File: src/rtl/m_tlb_assoc.sv
// rtl/m_tlb_assoc.sv - N-way set-associative Sv32 TLB with ASID/G tagging and sfence.vma set sweep
module m_tlb_assoc #(
  parameter int SETS       = 8,
  parameter int WAYS       = 2,
  parameter int ASID_WIDTH = 9
) (
  input  logic                  CLK,
  input  logic                  RST_X,
  input  logic [19:0]           i_lk_vpn,
  input  logic [ASID_WIDTH-1:0] i_lk_asid,
  output logic                  o_hit,
  output logic [21:0]           o_ppn,
  output logic [7:0]            o_perm,
  input  logic                  i_fill_we,
  input  logic [19:0]           i_fill_vpn,
  input  logic [ASID_WIDTH-1:0] i_fill_asid,
  input  logic [21:0]           i_fill_ppn,
  input  logic [7:0]            i_fill_perm,
  input  logic                  i_fill_super,
  input  logic                  i_fl_req,
  input  logic                  i_fl_any_vpn,
  input  logic                  i_fl_any_asid,
  input  logic [19:0]           i_fl_vpn,
  input  logic [ASID_WIDTH-1:0] i_fl_asid,
  output logic                  o_fl_busy,
  output logic                  o_fl_done
);

  localparam int IB = (SETS > 1) ? $clog2(SETS) : 1;
  localparam int PW = (WAYS > 1) ? $clog2(WAYS) : 1;
  // perm bit order is D,A,G,U,X,W,R,V from bit 7 down to bit 0
  localparam int G_BIT = 5;

  typedef enum logic {S_IDLE, S_SWEEP} state_t;

  // entry storage; ent_vpn keeps the full VPN, superpages only compare [19:10]
  logic                  ent_v     [SETS][WAYS];
  logic                  ent_super [SETS][WAYS];
  logic [19:0]           ent_vpn   [SETS][WAYS];
  logic [ASID_WIDTH-1:0] ent_asid  [SETS][WAYS];
  logic [21:0]           ent_ppn   [SETS][WAYS];
  logic [7:0]            ent_perm  [SETS][WAYS];
  logic [PW-1:0]         rr_ptr    [SETS];

  state_t                state;
  logic [IB-1:0]         sweep_cnt;
  logic                  busy_q;
  logic                  done_q;
  logic                  fl_any_vpn_q;
  logic                  fl_any_asid_q;
  logic [19:0]           fl_vpn_q;
  logic [ASID_WIDTH-1:0] fl_asid_q;

  logic [IB-1:0]         lk_set4, lk_set_sp;
  logic                  hit4, hit_sp;
  logic [PW-1:0]         way4, way_sp;

  logic [IB-1:0]         fill_set;
  logic                  same_hit, inv_hit;
  logic [PW-1:0]         same_way, inv_way, fill_way;

  assign lk_set4   = i_lk_vpn[IB-1:0];
  assign lk_set_sp = i_lk_vpn[10+IB-1:10];
  assign fill_set  = i_fill_super ? i_fill_vpn[10+IB-1:10] : i_fill_vpn[IB-1:0];

  assign o_fl_busy = busy_q;
  assign o_fl_done = done_q;

  // flush match for one entry against the captured sfence operands
  function automatic logic sweep_hit(input logic sup, input logic [19:0] vpn,
                                     input logic [ASID_WIDTH-1:0] asid, input logic glb);
    logic vm, am;
    vm = fl_any_vpn_q || (sup ? (vpn[19:10] == fl_vpn_q[19:10]) : (vpn == fl_vpn_q));
    am = fl_any_asid_q || ((asid == fl_asid_q) && !glb);
    return vm && am;
  endfunction

  // probe the 4 KiB set and the superpage set; descending scan leaves the lowest matching way
  always_comb begin
    hit4   = 1'b0;
    hit_sp = 1'b0;
    way4   = '0;
    way_sp = '0;
    for (int w = WAYS-1; w >= 0; w--) begin
      if (ent_v[lk_set4][w] && !ent_super[lk_set4][w] &&
          (ent_vpn[lk_set4][w] == i_lk_vpn) &&
          ((ent_asid[lk_set4][w] == i_lk_asid) || ent_perm[lk_set4][w][G_BIT])) begin
        hit4 = 1'b1;
        way4 = PW'(w);
      end
      if (ent_v[lk_set_sp][w] && ent_super[lk_set_sp][w] &&
          (ent_vpn[lk_set_sp][w][19:10] == i_lk_vpn[19:10]) &&
          ((ent_asid[lk_set_sp][w] == i_lk_asid) || ent_perm[lk_set_sp][w][G_BIT])) begin
        hit_sp = 1'b1;
        way_sp = PW'(w);
      end
    end
  end

  // lookup result: 4 KiB hit wins, superpage splices the low VPN bits into the PPN
  always_comb begin
    o_hit  = 1'b0;
    o_ppn  = '0;
    o_perm = '0;
    if (!busy_q) begin
      if (hit4) begin
        o_hit  = 1'b1;
        o_ppn  = ent_ppn[lk_set4][way4];
        o_perm = ent_perm[lk_set4][way4];
      end else if (hit_sp) begin
        o_hit  = 1'b1;
        o_ppn  = {ent_ppn[lk_set_sp][way_sp][21:10], i_lk_vpn[9:0]};
        o_perm = ent_perm[lk_set_sp][way_sp];
      end
    end
  end

  // victim choice: same-translation way, else lowest invalid way, else round-robin pointer
  always_comb begin
    same_hit = 1'b0;
    inv_hit  = 1'b0;
    same_way = '0;
    inv_way  = '0;
    for (int w = WAYS-1; w >= 0; w--) begin
      if (ent_v[fill_set][w] && (ent_super[fill_set][w] == i_fill_super) &&
          (ent_asid[fill_set][w] == i_fill_asid) &&
          (i_fill_super ? (ent_vpn[fill_set][w][19:10] == i_fill_vpn[19:10])
                        : (ent_vpn[fill_set][w] == i_fill_vpn))) begin
        same_hit = 1'b1;
        same_way = PW'(w);
      end
      if (!ent_v[fill_set][w]) begin
        inv_hit = 1'b1;
        inv_way = PW'(w);
      end
    end
    if (same_hit)     fill_way = same_way;
    else if (inv_hit) fill_way = inv_way;
    else              fill_way = rr_ptr[fill_set];
  end

  // refill, full flush and the set-sweep state machine
  always_ff @(posedge CLK) begin
    if (!RST_X) begin
      state         <= S_IDLE;
      sweep_cnt     <= '0;
      busy_q        <= 1'b0;
      done_q        <= 1'b0;
      fl_any_vpn_q  <= 1'b0;
      fl_any_asid_q <= 1'b0;
      fl_vpn_q      <= '0;
      fl_asid_q     <= '0;
      for (int s = 0; s < SETS; s++) begin
        rr_ptr[s] <= '0;
        for (int w = 0; w < WAYS; w++) ent_v[s][w] <= 1'b0;
      end
    end else begin
      done_q <= 1'b0;
      case (state)
        S_IDLE: begin
          if (i_fl_req) begin
            if (i_fl_any_vpn && i_fl_any_asid) begin
              for (int s = 0; s < SETS; s++)
                for (int w = 0; w < WAYS; w++) ent_v[s][w] <= 1'b0;
              done_q <= 1'b1;
            end else begin
              fl_any_vpn_q  <= i_fl_any_vpn;
              fl_any_asid_q <= i_fl_any_asid;
              fl_vpn_q      <= i_fl_vpn;
              fl_asid_q     <= i_fl_asid;
              sweep_cnt     <= '0;
              busy_q        <= 1'b1;
              state         <= S_SWEEP;
            end
          end else if (i_fill_we) begin
            ent_v[fill_set][fill_way]     <= 1'b1;
            ent_super[fill_set][fill_way] <= i_fill_super;
            ent_vpn[fill_set][fill_way]   <= i_fill_vpn;
            ent_asid[fill_set][fill_way]  <= i_fill_asid;
            ent_ppn[fill_set][fill_way]   <= i_fill_ppn;
            ent_perm[fill_set][fill_way]  <= i_fill_perm;
            if (!same_hit && !inv_hit)
              rr_ptr[fill_set] <= (rr_ptr[fill_set] == PW'(WAYS-1)) ? '0 : rr_ptr[fill_set] + 1'b1;
          end
        end
        S_SWEEP: begin
          for (int w = 0; w < WAYS; w++) begin
            if (ent_v[sweep_cnt][w] &&
                sweep_hit(ent_super[sweep_cnt][w], ent_vpn[sweep_cnt][w],
                          ent_asid[sweep_cnt][w], ent_perm[sweep_cnt][w][G_BIT]))
              ent_v[sweep_cnt][w] <= 1'b0;
          end
          sweep_cnt <= sweep_cnt + 1'b1;
          if (sweep_cnt == IB'(SETS-1)) begin
            sweep_cnt <= '0;
            busy_q    <= 1'b0;
            done_q    <= 1'b1;
            state     <= S_IDLE;
          end
        end
        default: state <= S_IDLE;
      endcase
    end
  end

endmodule

File: config.mk
export PLATFORM = sky130hd
export DESIGN_NAME = m_tlb_assoc
export DESIGN_NICKNAME = d
export VERILOG_FILES = /design/src/rtl/m_tlb_assoc.sv
export SDC_FILE = /design/constraint.sdc
export NUM_CORES = 1
export LEC_CHECK = 0
export BUFFER_PORTS_ARGS = -buffer_cell sky130_fd_sc_hd__buf_4
export CORE_AREA = 3 3 292 351
export DETAILED_ROUTE_END_ITERATION = 6
export DIE_AREA = 0 0 295 354
export PLACE_DENSITY = 0.69
export SLEW_MARGIN = 20
export SYNTH_ARGS = -nofsm -noshare
export SYNTH_HDL_FRONTEND = slang
export SYNTH_SLANG_ARGS = --single-unit
File: constraint.sdc
create_clock -name CLK -period 7.7 [get_ports CLK]
set_input_delay 1.54 -clock CLK [delete_from_list [all_inputs] [get_ports CLK]]
set_output_delay 1.54 -clock CLK [all_outputs]
set_load 0.005 [all_outputs]
==> out/metrics.cfg, run 1 <==
[status]
run_status = complete, but fails checks
violations = design-rule violations

[synth]
synth_flop_cell = edfxtp_1
synth-seq-cells = 1024
synth_top_area_share_pct = 53.8
synth_cell_types = 91
synth_edf_count = 975
synth_area_leaders = edfxtp_1 54%, mux4_2 20%, mux2i_1 4.4%, mux2_2 2.1%, xor2_1 1.8%
syn_area_per_cell_um2 = 16.0
synth.top_cells.by_count = 975 x edfxtp_1, 481 x mux4_2, 241 x mux2i_1
syn_inst = 3414
synth_area_leader_cell = edfxtp_1
yosys_warnings = 0
syn_nets = 3540
synth_area_um2 = 54500
ys_seq_area_share_pct = 55.6
async_reset_ff_share_pct = 0
synth.most_common_cell = edfxtp_1

[cts]
clkSinkCount = 1024
clk_latency_ns = 0.74
numCtsBuffers = 103
clk_pin_slew_ns = 0.06
cts_root_buf = clkbuf_16
hold_buffers = 0
clockBufferDepth = 3
cts_setup_buffers = 0
cts_tree = done
postCtsResizedCells = 0
h-tree-depth = 3

[pwr]
vdd_drop_max_mv = 0.279
leakage_nw = 20.0
power.density_nw_per_um2 = 208

[timing]
worstMarginPinSlew_ns = 1.27
rsz0062_at_grt = false
drv_slew = 0
clock_skew_ns = 0.0436
hold_viol_final = 0
layout_min_cycle_time_ns = 7.34
holdWs_ns = 0.502
max_slew_margin_pct = 14.7
max_freq_ghz = 0.136
period_share_pct = 95.4
tns_ns = 0
setup_viol = 0

[worst_setup_path]
slowest_delay_ns = 0.72
cp-end-kind = output pin
critPathRequiredTime_ns = 6.16
critical-path-top-delay-family = multiplexers
arrival_ns = 5.80
worstPathMaxFanout = 76
crit_buf_inv = 3
crit_chain = buf_8 -> mux4_2 -> mux2i_1 -> xor2_1 -> nand3_1 -> or4_1 -> nor4_4 -> buf_4 -> mux4_2 -> mux2i_1 -> nor2_1 -> buf_4
start_kind = input port
cpMaxStageDelayCell = xor2_1
path_class = in2out
worstSetupStartpoint = i_lk_vpn[1]

[final_layout]
drive_above_1_share_pct = 31.3
fillers = 7227
fin_nets = 3731
syn_to_final_growth_pct = 13.8

[drt]
drtAntennaViolNets = 0
detailedRoute.firstPassIterationCount = 7
routed_wl_um = 195000
via_per_inst = 7.44
drc_errors = 6
wire_per_inst_um = 39.1
vias = 37100
first_iter_violations = 5197

[global_routing]
grt_pass1_wl_um = 277000
antenna_found_initial = 11
grtUsageTotal_pct = 37.7
grt_max_degree = 77
grt_pass1_vias = 37200
gr-total-overflow = 0

[placement]
dpl.hpwl_um = 128000
place_congestion = 1.01
port_buffers = 156

[floorplanning]
start_util_pct = 54.7
io-pin-count = 157
fp.coreArea_um2 = 99600
dieHeight_um = 354
die-width_um = 295
num_rows = 127
die-area_um2 = 104000

[flow_run]
cap_viol_max_count = 0

[worst_hold_path]
min_from = rr_ptr[0]
hold_class = reg2reg

power by group:
| group | internal, mW | switching, mW | leakage (nW) | total, mW |
|---|---|---|---|---|
| registers | 6.13 | 0.0575 | 9.19 | 6.19 |
| clock network | 2.97 | 2.25 | 1.66 | 5.22 |
| logic | 0.572 | 0.920 | 9.18 | 1.49 |
| total | 9.67 | 3.23 | 20.0 | 12.9 |
cell usage in the layout (no fill, tap or decap), types with 16 or more instances in the layout:
cell type / instances
a21boi_0: 30
a21oi_1: 67
a221oi_1: 29
a31oi_1: 17
buf_12: 79
buf_4: 273
clkbuf_1: 19
clkbuf_16: 106
clkinv_1: 23
dfxtp_1: 46
edfxtp_1: 975
inv_1: 19
mux2_2: 102
mux2i_1: 238
mux4_2: 481
nand2_1: 236
nand3_1: 51
nand4_1: 47
nor2_1: 85
nor2_4: 16
nor3_1: 27
nor4_1: 29
o211ai_1: 23
o21ai_0: 25
o221ai_1: 28
o22ai_1: 79
o31ai_1: 26
xnor2_1: 85
xor2_1: 112
final cells by class:
| class | instances | area (um2) | area share, % |
|---|---|---|---|
| multi-input combinational | 2098 | 22800 | 36.9 |
| sequential | 1024 | 30300 | 48.8 |
| clock buffer | 125 | 2720 | 4.39 |
| antenna | 5 | 12.5 | 0.0202 |
| clock inverter | 69 | 748 | 1.21 |
| timing repair buffer | 357 | 3690 | 5.96 |
| inverter | 21 | 81.3 | 0.131 |
| tap | 1290 | 1610 | 2.60 |
path summary, 6_finish.rpt:
check | to | slack [ns] | depth (start not counted)
worst max-delay path | o_ppn[20] | 0.36 | 12
worst min register to register | rr_ptr[0] | 0.50 | 2
worst max register to register | ent_ppn[4][0] | 2.04 | 13
worst min-delay path | rr_ptr[0] | 0.50 | 2
layer usage:
metal	routed length, um	GRT usage, %	share of wire, %	vias up
li1	-	-	-	14600
met1	65700	47.2	34	19000
met2	89800	57.6	46	2845
met3	23400	10.2	12	730
met4	16300	25.4	8.4	14
met5	97	0	0.050	-
stage by stage:
stage | setup WS (ns) | cells | total power, mW | instance area [um2] | util, %
finish | 0.355 | 4989 | 12.9 | 62000 | 62.2
detailed placement | 0.0655 | 4789 | 7.74 | 58500 | 58.7
global route | 0.182 | 4986 | 13.2 | 62000 | 62.2
floorplan | 0.528 | 3414 | 7.14 | 54500 | -
CTS | 0.0456 | 4983 | 12.9 | 61900 | 62.2
global placement | 0.0310 | 4789 | 7.72 | 58500 | 58.7
worst register-to-register path, cell delays in order, from the launching register on:
cell and delay (ns):
dfxtp_4 0.85, buf_4 0.51, mux4_2 0.56, mux2i_1 0.39, xnor2_1 0.17, nor4_1 0.07
nand4_1 0.55, a21oi_1 0.30, o211a_1 0.34, nor2_1 0.47, nand2_1 0.16, or3_1 0.41
inv_4 0.21, buf_12 0.27
registers in the layout, summed over array words and instances, names as in the netlist, 3 cells and up, named ones only:
register   cells
fl_asid_q      9
fl_vpn_q      20
ent_vpn      320
sweep_cnt      3
ent_perm     128
ent_asid     144
ent_ppn      352
ent_super     16
rr_ptr         8
ent_v         16
cells by family (layout without fill, tap and decap cells):
family / Yosys count / count (layout) / synth area share [%]
DFF: 1024 / 1024 / 55.6
other: 0 / 5 / 0
muxes: 826 / 826 / 26.5
and+or+nand+nor: 619 / 619 / 5.79
buffers and inverters: 292 / 572 / 2.88
AOI/OAI and AO/OA: 453 / 453 / 6.06
xor gates and xnor gates: 198 / 198 / 3.18
adders and majority gates: 2 / 2 / 0.0459
Power figures use the tool's default switching activity.
==> inputs of run 2 (changes only) <==
--- a/config.mk
+++ b/config.mk
@@ -6,9 +6,9 @@
 export NUM_CORES = 1
 export LEC_CHECK = 0
 export BUFFER_PORTS_ARGS = -buffer_cell sky130_fd_sc_hd__buf_4
-export CORE_AREA = 3 3 292 351
+export CORE_AREA = 2 2 291 350
 export DETAILED_ROUTE_END_ITERATION = 6
-export DIE_AREA = 0 0 295 354
+export DIE_AREA = 0 0 293 352
 export PLACE_DENSITY = 0.69
 export SLEW_MARGIN = 20
 export SYNTH_ARGS = -nofsm -noshare
==> out/metrics.cfg, run 2 (synthesis gave the netlist of run 1 again) <==
[cts]
numCtsBuffers = 103
hold_buffers = 0
cts_tree = done
clk_pin_slew_ns = 0.07
postCtsResizedCells = 0
cts_root_buf = clkbuf_16
clk_latency_ns = 0.71
cts_setup_buffers = 0
h-tree-depth = 3
clockBufferDepth = 3
clkSinkCount = 1024

[drt]
first_iter_violations = 5283
drc_errors = 0
routed_wl_um = 192000
via_per_inst = 7.44
vias = 36900
detailedRoute.firstPassIterationCount = 6
wire_per_inst_um = 38.8
drtAntennaViolNets = 0

[final_layout]
reg_top3 = ent_ppn (352), ent_vpn (320), ent_asid (144)
drive_above_1_share_pct = 31.0
final_common_cell = edfxtp_1
final_cell_mix = 975 x edfxtp_1, 481 x mux4_2, 275 x buf_4
largest_reg_flops = 352
syn_to_final_growth_pct = 12.6
utilization_pct = 61.6
fin_nets = 3698
top_register = ent_ppn

[pwr]
vdd_drop_max_mv = 0.216
power.density_nw_per_um2 = 211
power_mw = 12.9
leakage_nw = 19.8

[worst_setup_path]
cpMaxStageDelayCell = o41ai_1
worstPathMaxFanout = 46
path_class = in2out
path_common_cell = buf_4
cp-end-kind = output pin
arrival_ns = 6.02
slowest_delay_ns = 0.85
crit_buf_inv = 4
critPathRequiredTime_ns = 6.16
crit_chain = buf_8 -> mux4_2 -> mux2i_1 -> xor2_1 -> nand4_1 -> o41ai_1 -> and4_2 -> buf_12 -> or2_2 -> o31ai_2 -> buf_4 -> nor2_1 -> buf_4
critical-path-top-delay-family = simple AND/OR/NAND/NOR gates
start_kind = input port

[floorplanning]
die-width_um = 293
io-pin-count = 157
die-area_um2 = 103000
num_rows = 127
dieHeight_um = 352
fp.coreArea_um2 = 99600
start_util_pct = 54.7

[global_routing]
grt_max_degree = 79
grt_pass1_wl_um = 274000
busiest_layer = met2
grtUsageTotal_pct = 37.4
grt_pass1_vias = 37500
grt_use_met1_pct = 46.5
use_met3_pct = 9.06
antenna_found_initial = 13
met2_usage_pct = 58.0
gr-total-overflow = 0

[worst_hold_path]
hold_class = reg2reg

[timing]
layout_min_cycle_time_ns = 7.56
max_freq_ghz = 0.132
max_slew_margin_pct = 24.9
setup_ws_ns = 0.136
rsz0062_at_grt = false
clock_skew_ns = 0.0314
tns_ns = 0
drv_slew = 0
period_share_pct = 98.2
worstMarginPinSlew_ns = 1.12
hold_viol_final = 0
setup_viol = 0
holdWs_ns = 0.506

[status]
run_status = finished clean

[placement]
pre_cts_ws_ns = 0.228
place_congestion = 1.03
dpl.hpwl_um = 123000
port_buffers = 156

[flow_run]
cap_viol_max_count = 0

## run 2: cell types whose count changed in the layout (fill, tap and decap cells not counted), sizes merged
cell / delta
buf: -33
bufinv: +4
clkbuf: -9
clkinv: +8
clkinvlp: -3
diode: +2
inv: -1
## run 2: area by class of cell
cell class              instances  area (um2)
well taps                    1290        1610
flip-flops and latches       1024       30300
inverters                      21        81.3
fillers                      7248       38300
diodes                          7        17.5
repair buffers                324        3020
multi-input cells            2098       22800
clock inverters                77         852
clock buffers                 116        2660
## run 2: path summary, 6_finish.rpt
path | start | to | slack, ns | depth (start not counted)
hold reg to reg | fl_vpn_q[8] | fl_vpn_q[8] | 0.51 | 2
hold / removal | fl_vpn_q[8] | fl_vpn_q[8] | 0.51 | 2
setup reg to reg | register | ent_vpn[4][9] | 2.29 | 11
setup / recovery | i_lk_vpn[0] | o_ppn[1] | 0.14 | 13
## run 2: per-stage QoR
step | std cells | area [um2]
6_report | 4957 | 61300
5_1_grt | 4951 | 61300
4_1_cts | 4949 | 61300
3_5_place_dp | 4756 | 57800
3_3_place_gp | 4756 | 57800
2_1_floorplan | 3414 | 54500
## run 2: worst reg2reg max path, cell delays in order, from the launching register on
cell,delay [ns]
dfxtp_4,0.92
nor2b_1,0.44
a221oi_1,1.04
xor2_1,0.26
nor4_1,0.11
a41oi_1,0.60
nor4_4,0.16
nor2_1,0.56
nand2_1,0.16
or3_1,0.41
inv_4,0.13
buf_12,0.24
## run 2: power by group
group	total, mW	switching [mW]	internal [mW]
clock network	5.27	2.22	3.06
registers	6.18	0.0517	6.13
logic	1.48	0.909	0.568
total	12.9	3.18	9.75
## run 2: layer usage
metal  vias to the layer above  wire length [um]
met5                         -                86
met4                        14             16200
met3                       767             22500
met2                      2857             89100
met1                     18800             64600
li1                      14500                 -
